<file path="config.mk">
export PLATFORM = sky130hd
export DESIGN_NAME = t05_cb_controller
export DESIGN_NICKNAME = d
export VERILOG_FILES = /design/src/rtl/t05_cb_controller_pkg.sv /design/src/rtl/t05_cb_controller.sv
export SDC_FILE = /design/constraint.sdc
export NUM_CORES = 1
export LEC_CHECK = 0
export CAP_MARGIN = 20
export CORE_MARGIN = 2
export CORE_UTILIZATION = 53
export DETAILED_ROUTE_END_ITERATION = 6
export PLACE_DENSITY = 0.9
export SYNTH_ARGS = -nofsm -noshare
export SYNTH_HDL_FRONTEND = slang
export SYNTH_SLANG_ARGS = --single-unit
</file>
<file path="constraint.sdc">
create_clock -name clk -period 24.1 [get_ports clk]
set_input_delay 4.82 -clock clk [delete_from_list [all_inputs] [get_ports clk]]
set_output_delay 4.82 -clock clk [all_outputs]
set_load 0.02 [all_outputs]
</file>
<file path="src/rtl/t05_cb_controller_pkg.sv">
// ----------------------------------------------------------------------------
// t05_cb_controller_pkg
// Shared types for the codebook pass: the codebook-synthesis state type, the
// memory-side controller state type, word counts for the two record types
// moved over the memory port, and a small address helper.
// ----------------------------------------------------------------------------
package t05_cb_controller_pkg;

  // States of the codebook synthesis engine that consumes h_element.
  typedef enum logic [2:0] {
    CB_INIT,
    CB_LEFT,
    CB_RIGHT,
    CB_SEND,
    CB_BACKTRACK,
    CB_FINISH
  } state_cb;

  // States of the memory-side controller feeding the synthesis engine.
  typedef enum logic [2:0] {
    IDLE,
    FETCH,
    PRESENT,
    WRITE,
    ACK,
    DONE
  } cb_ctrl_state_t;

  // One htree element is 71 bits, spread over three 32-bit words.
  localparam int ELEM_WORDS = 3;
  // One codebook entry is a 128-bit path, stored as four 32-bit words.
  localparam int PATH_WORDS = 4;

  // Word offset of htree element idx: 3*idx built as (idx<<1)+idx so no
  // multiplier is inferred.
  function automatic logic [31:0] elem_offset(input logic [6:0] idx);
    logic [31:0] wide;
    wide = {25'd0, idx};
    return (wide << 1) + wide;
  endfunction

endpackage

</file>
<file path="src/rtl/t05_cb_controller.sv">
// ----------------------------------------------------------------------------
// t05_cb_controller
// Drives the memory port for the codebook pass. Fetches htree elements (three
// reads each) and presents them to codebook synthesis on h_element, then
// stores each leaf path the synthesis reports (four writes per entry) and
// acknowledges it with a one-cycle write_finish pulse.
//
// Ports
//   clk, rst        clock; asynchronous active-high reset
//   start           pulse, begins a pass from htree root max_index
//   max_index       htree root index
//   cb_index        htree index currently requested by synthesis
//   char_found      synthesis has a leaf (char_index, char_path) to store
//   char_index      leaf character
//   char_path       leaf path with leading control 1
//   cb_finished     synthesis has reached its final state
//   h_element       registered htree element fed to synthesis
//   write_finish    one-cycle pulse: codebook entry stored
//   mem_addr        word address
//   mem_rd, mem_wr  request strobes (never both high)
//   mem_wdata       write data
//   mem_rdata       read data, valid in the completing cycle
//   mem_busy        stall; transfer completes when strobe=1 and mem_busy=0
//   busy            high in every state except IDLE and DONE
//   done            high in DONE
// ----------------------------------------------------------------------------
module t05_cb_controller
  import t05_cb_controller_pkg::*;
#(
  parameter logic [31:0] HT_BASE = 32'h0000_0000,
  parameter logic [31:0] CB_BASE = 32'h0000_0400
) (
  input  logic         clk,
  input  logic         rst,
  input  logic         start,
  input  logic [6:0]   max_index,
  input  logic [6:0]   cb_index,
  input  logic         char_found,
  input  logic [7:0]   char_index,
  input  logic [127:0] char_path,
  input  logic         cb_finished,
  output logic [70:0]  h_element,
  output logic         write_finish,
  output logic [31:0]  mem_addr,
  output logic         mem_rd,
  output logic         mem_wr,
  output logic [31:0]  mem_wdata,
  input  logic [31:0]  mem_rdata,
  input  logic         mem_busy,
  output logic         busy,
  output logic         done
);

  localparam logic [1:0] ELEM_LAST = 2'(ELEM_WORDS - 1);
  localparam logic [1:0] PATH_LAST = 2'(PATH_WORDS - 1);

  cb_ctrl_state_t state_reg, state_next;
  logic [6:0]     idx_reg, idx_next;
  logic [1:0]     wc_reg, wc_next;
  logic [7:0]     char_reg, char_next;
  logic [127:0]   path_reg, path_next;
  // First two element words are staged here so h_element changes only once,
  // when the whole element is in.
  logic [31:0]    word0_reg, word0_next;
  logic [31:0]    word1_reg, word1_next;
  logic [70:0]    elem_reg, elem_next;

  always_ff @(posedge clk or posedge rst) begin
    if (rst) begin
      state_reg <= IDLE;
      idx_reg   <= '0;
      wc_reg    <= '0;
      char_reg  <= '0;
      path_reg  <= '0;
      word0_reg <= '0;
      word1_reg <= '0;
      elem_reg  <= '0;
    end else begin
      state_reg <= state_next;
      idx_reg   <= idx_next;
      wc_reg    <= wc_next;
      char_reg  <= char_next;
      path_reg  <= path_next;
      word0_reg <= word0_next;
      word1_reg <= word1_next;
      elem_reg  <= elem_next;
    end
  end

  // Strobes, address and write data depend only on registered state, so they
  // stay put for as long as mem_busy stalls the transfer.
  always_comb begin
    state_next   = state_reg;
    idx_next     = idx_reg;
    wc_next      = wc_reg;
    char_next    = char_reg;
    path_next    = path_reg;
    word0_next   = word0_reg;
    word1_next   = word1_reg;
    elem_next    = elem_reg;
    mem_rd       = 1'b0;
    mem_wr       = 1'b0;
    mem_addr     = '0;
    mem_wdata    = '0;
    write_finish = 1'b0;

    case (state_reg)
      IDLE, DONE: begin
        if (start) begin
          idx_next   = max_index;
          wc_next    = '0;
          state_next = FETCH;
        end
      end

      FETCH: begin
        mem_rd   = 1'b1;
        mem_addr = HT_BASE + elem_offset(idx_reg) + {30'd0, wc_reg};
        if (!mem_busy) begin
          if (wc_reg == ELEM_LAST) begin
            // Only the low 7 bits of the last word belong to the element.
            elem_next  = {mem_rdata[6:0], word1_reg, word0_reg};
            wc_next    = '0;
            state_next = PRESENT;
          end else begin
            if (wc_reg == 2'd0) begin
              word0_next = mem_rdata;
            end else begin
              word1_next = mem_rdata;
            end
            wc_next = wc_reg + 2'd1;
          end
        end
      end

      PRESENT: begin
        if (cb_finished) begin
          state_next = DONE;
        end else if (char_found) begin
          char_next  = char_index;
          path_next  = char_path;
          wc_next    = '0;
          state_next = WRITE;
        end else if (cb_index != idx_reg) begin
          idx_next   = cb_index;
          wc_next    = '0;
          state_next = FETCH;
        end
      end

      WRITE: begin
        mem_wr    = 1'b1;
        mem_addr  = CB_BASE + {22'd0, char_reg, 2'b00} + {30'd0, wc_reg};
        mem_wdata = path_reg[{wc_reg, 5'd0} +: 32];
        if (!mem_busy) begin
          if (wc_reg == PATH_LAST) begin
            wc_next    = '0;
            state_next = ACK;
          end else begin
            wc_next = wc_reg + 2'd1;
          end
        end
      end

      ACK: begin
        write_finish = 1'b1;
        state_next   = PRESENT;
      end

      default: begin
        state_next = IDLE;
      end
    endcase
  end

  assign h_element = elem_reg;
  assign busy      = (state_reg != IDLE) && (state_reg != DONE);
  assign done      = (state_reg == DONE);

endmodule

</file>
After elaboration in Yosys (flattened, before gate mapping)
Cells that the tools add are included.

Bits in registers: 283. Word-level logic and storage cells: 79. Output and inout port bits: 140. Bits of input ports: 188.

Multiplexer cells: 28. Equal/unequal tests: 19. Bitwise gates (word level): 4. Shift-type cells: 1. $add $sub $neg: 5. Reduce and logical (&&, ||, !) cells: 14.

Operator list (count): $shiftx A128 B8 Y32 (1); $mux W32 (1); $mux W7 (4); $pmux W13 S2 (1); $mux W3 (8); $mux W2 (8); $ne A2 B2 Y1 const B (8); $pmux W3 S5 (1); $pmux W7 S2 (1); $add A12 B2 Y13 (1); $add A11 B10 Y12 const A (1); $reduce_and A6 Y1 (2); $add A9 B2 Y10 (1); $add A8 B7 Y9 (1); $pmux W2 S4 (1); $reduce_and A4 Y1 (2); $ne A7 B7 Y1 (1); $eq A3 B2 Y1 const B (2); $eq A3 B3 Y1 const B (2); $ne A3 B3 Y1 const B (2); $reduce_and A3 Y1 (2); $reduce_and A5 Y1 (1); $eq A2 B2 Y1 const B (2); $ne A4 B4 Y1 const B (1); other kinds (11) (16).

Longest topological paths before layout
Depth in word-level cells: 5. Mapped depth: 9. Gate-level depth less buffers: 8.

Worst setup path after synthesis
Ideal clock, no wire load.

Path type: reg2out. From: reg idx_reg[0]. To: out mem_addr[7]. Required time: 19.280 ns. Arrival time: 2.607 ns. Buffers on the path: 0. Stages on the path, launching flop included: 9. Setup slack: 16.673 ns. Path through: dfrtp_1 -> fa_1 -> ha_1 -> fa_1 -> a21o_1 -> a21oi_1 -> o211ai_1 -> xnor2_1 -> o21ai_0.

Longest elaborated chain between the ends: 3.

RTL lines: from (decl) (RTL line t05_cb_controller.sv:58) `logic [6:0] idx_reg, idx_next;`; from (signal assigned) (RTL line t05_cb_controller.sv:80) `idx_reg <= idx_next;`; $add A8 B7 Y9 (RTL line t05_cb_controller_pkg.sv:39) `return (wide << 1) + wide;`; $add A9 B2 Y10 (RTL line t05_cb_controller.sv:118) `mem_addr = HT_BASE + elem_offset(idx_reg) + {30'd0, wc_reg};`; $pmux W13 S2 (RTL line t05_cb_controller.sv:107) `case (state_reg)`; to (decl) (RTL line t05_cb_controller.sv:44) `output logic [31:0] mem_addr,`.

No other way between the ends.

Worst setup path after layout
Same ends and word-level chain as after synthesis.

==> reports/qor.txt <==
Pwr Density = 132 mW/mm2
Max-Cap Viols = 0
Worst EP arrival = 3740 ps
first-pass GRT wire length = 49.6 mm
mux cell area share after synthesis = 31.8%
Starting Density = 54.1%
fill count = 1521
RSZ-0062 raised after global routing = no
gr usage total = 24.6%
Seq cells post-synth = 283
input/output buffers = 306
post-layout util = 71.8%
die extent in x = 159 um
Initial DRC Count = 463
fin. max-slew vios = 0
commonest non-fill, non-tap cells in the layout = clkdlybuf4s50_1, dfrtp_1, mux2_2
Max Fclk = 0.117 GHz
Max VDD drop = 0.0878 mV
CTS Buf Count = 29
Slew headroom = 36.3%
row count = 56
mean post-synth cell area = 15.3 um2
HP Class = reg -> reg
gpl congestion = 0.800
status = finished, final reports clean
Root Buffer = clkbuf_16
ys async rst share = 100%
critical path endpoint category = output pin
WL final = 30.9 mm
LEAKAGE = 7.48 nW
die area = 0.0253 mm2
io pins = 328
area share of fa/ha/maj cells after synthesis = 2.08%
post-synthesis compound-gate area fraction = 1.49%
initial antenna violation count = 2
largest net degree at the start of global routing = 139
Final min period = 8560 ps
clk slew on worst S/H paths = 60 ps
Routed WL per cell = 20.9 um
Seq/Total Area, Yosys = 55.6%
clk sinks = 283
Die H = 159 um
CTS tree = done
final setup violation count = 0
startpoint types = register
Hold Fails Final Rpt = 0
Worst Skew = 8.93 ps
Synth cell types = 46
TNS Setup = 0 ps
H-tree depth = 1
Vias/cell = 5.44
post_cts resized = 0
Crit Path Class = reg -> out
NumNets Final = 1340
Synth Cell Area = 0.0127 mm2
Final Cycle Share = 35.5%
worst slew pin tran = 955 ps
xor and xnor area share after synthesis = 0.756%
Largest register FFs = 128
commonest non-fill, non-tap cell in the layout = clkdlybuf4s50_1
dpl ws = 16110 ps
Synth Flop Type = dfrtp_1
final worst slack = 15540 ps
CP Max Fanout = 4
Syn. warnings = 0
post-synthesis simple-gate area fraction = 3.77%
DR vias = 8030
Syn Inst Count = 833
Worst-Skew Late Latency = 540 ps
Residual DRC = 0
Pre-Repair DR Iteration Count = 4
Post-CTS Setup Bufs = 0
Layout area overhead = 32.7%
CTS Buffer Depth = 3
hold buffers post-CTS = 0
core area = 0.0235 mm2
post-DP HPWL = 20.5 mm
largest family of logic cells by synthesized area = multiplexers
layout cells sized above 1 = 24.8%
vias in the first global route = 8965
gr ovfl total = 0
CP required = 19280 ps
number of flops mapped to enable cells by yosys = 0
ANT nets after route = 0
## report_power, final
part	internal [mW]	switching (mW)	total [mW]	leakage, nW
Clock	0.292	0.189	0.481	0.515
Sequential	0.702	0.131	0.833	3.53
Combinational	0.507	0.417	0.924	3.44
## critical path, stage by stage (launching register included)
cell             delay, ps
dfrtp_1                440
fa_1                   500
ha_1                   240
fa_1                   420
a21o_1                 180
a21oi_1                240
o211ai_1               170
xnor2_1                170
o21ai_0                200
clkdlybuf4s50_1        650
## synthesized netlist by cell type, types with 4 or more instances
| cell | n | area [um2] |
|---|---|---|
| dfrtp_1 | 283 | 7080 |
| mux2_2 | 181 | 2040 |
| mux2_1 | 103 | 1160 |
| and3_1 | 34 | 213 |
| mux4_2 | 32 | 721 |
| buf_4 | 24 | 180 |
| ha_1 | 18 | 225 |
| nor2_1 | 16 | 60.1 |
| buf_2 | 15 | 75.1 |
| mux2i_1 | 13 | 130 |
| buf_8 | 11 | 165 |
| xnor2_1 | 11 | 96.3 |
| clkbuf_1 | 10 | 37.5 |
| inv_1 | 10 | 37.5 |
| o21ai_0 | 9 | 45.0 |
| nand2_1 | 7 | 26.3 |
| buf_6 | 6 | 67.6 |
| a21oi_1 | 5 | 25.0 |
| nor2b_1 | 4 | 25.0 |
## worst paths after layout
check	startpoint	end	slack, ps	cells after the start
worst max-delay path	idx_reg[0]	mem_addr[7]	15540	9
worst min-delay path	path_reg[69]	path_reg[69]	480	1
worst max register to register	state_reg[1]	path_reg[8]	20320	5
worst min register to register	path_reg[69]	path_reg[69]	480	1
max in group asynchronous	rst	wc_reg[0]	17610	3
min in group asynchronous	rst	path_reg[105]	4920	2
## through the flow
step,cells,area [um2],hold WS (ps),power [mW]
5_1_grt,1475,16900,489,2.36
2_1_floorplan,853,12800,450,1.42
6_report,1477,16900,482,2.24
3_5_place_dp,1419,15800,471,1.76
4_1_cts,1473,16900,484,2.25
3_3_place_gp,1419,15800,460,1.71
## final cells by class
| class | count | area, um2 | area share, % |
|---|---|---|---|
| Sequential cell | 283 | 7080 | 41.9 |
| Multi-Input combinational cell | 491 | 5180 | 30.6 |
| Timing Repair Buffer | 317 | 3170 | 18.7 |
| Clock buffer | 38 | 820 | 4.85 |
| Tap cell | 319 | 399 | 2.36 |
| Clock inverter | 16 | 211 | 1.25 |
| Inverter | 10 | 45.0 | 0.266 |
| Antenna cell | 3 | 7.51 | 0.0444 |
## metal layers
layer	global-route usage (%)	part of all wire [%]	up-vias
met5	0	0	-
met4	8.10	3.3	0
met3	8.41	8.4	59
met2	42.8	50	275
met1	28.8	38	4124
li1	-	-	3572
## cell families after synthesis
family                   after synthesis
multiplexers                         329
flip-flops                           283
AND/OR/NAND/NOR                       81
buffers and inverters                 79
AO/OA/AOI/OAI                         29
adder cells (fa/ha/maj)               20
XOR/XNOR                              11
other                                  1
Power figures use the tool's default switching activity.
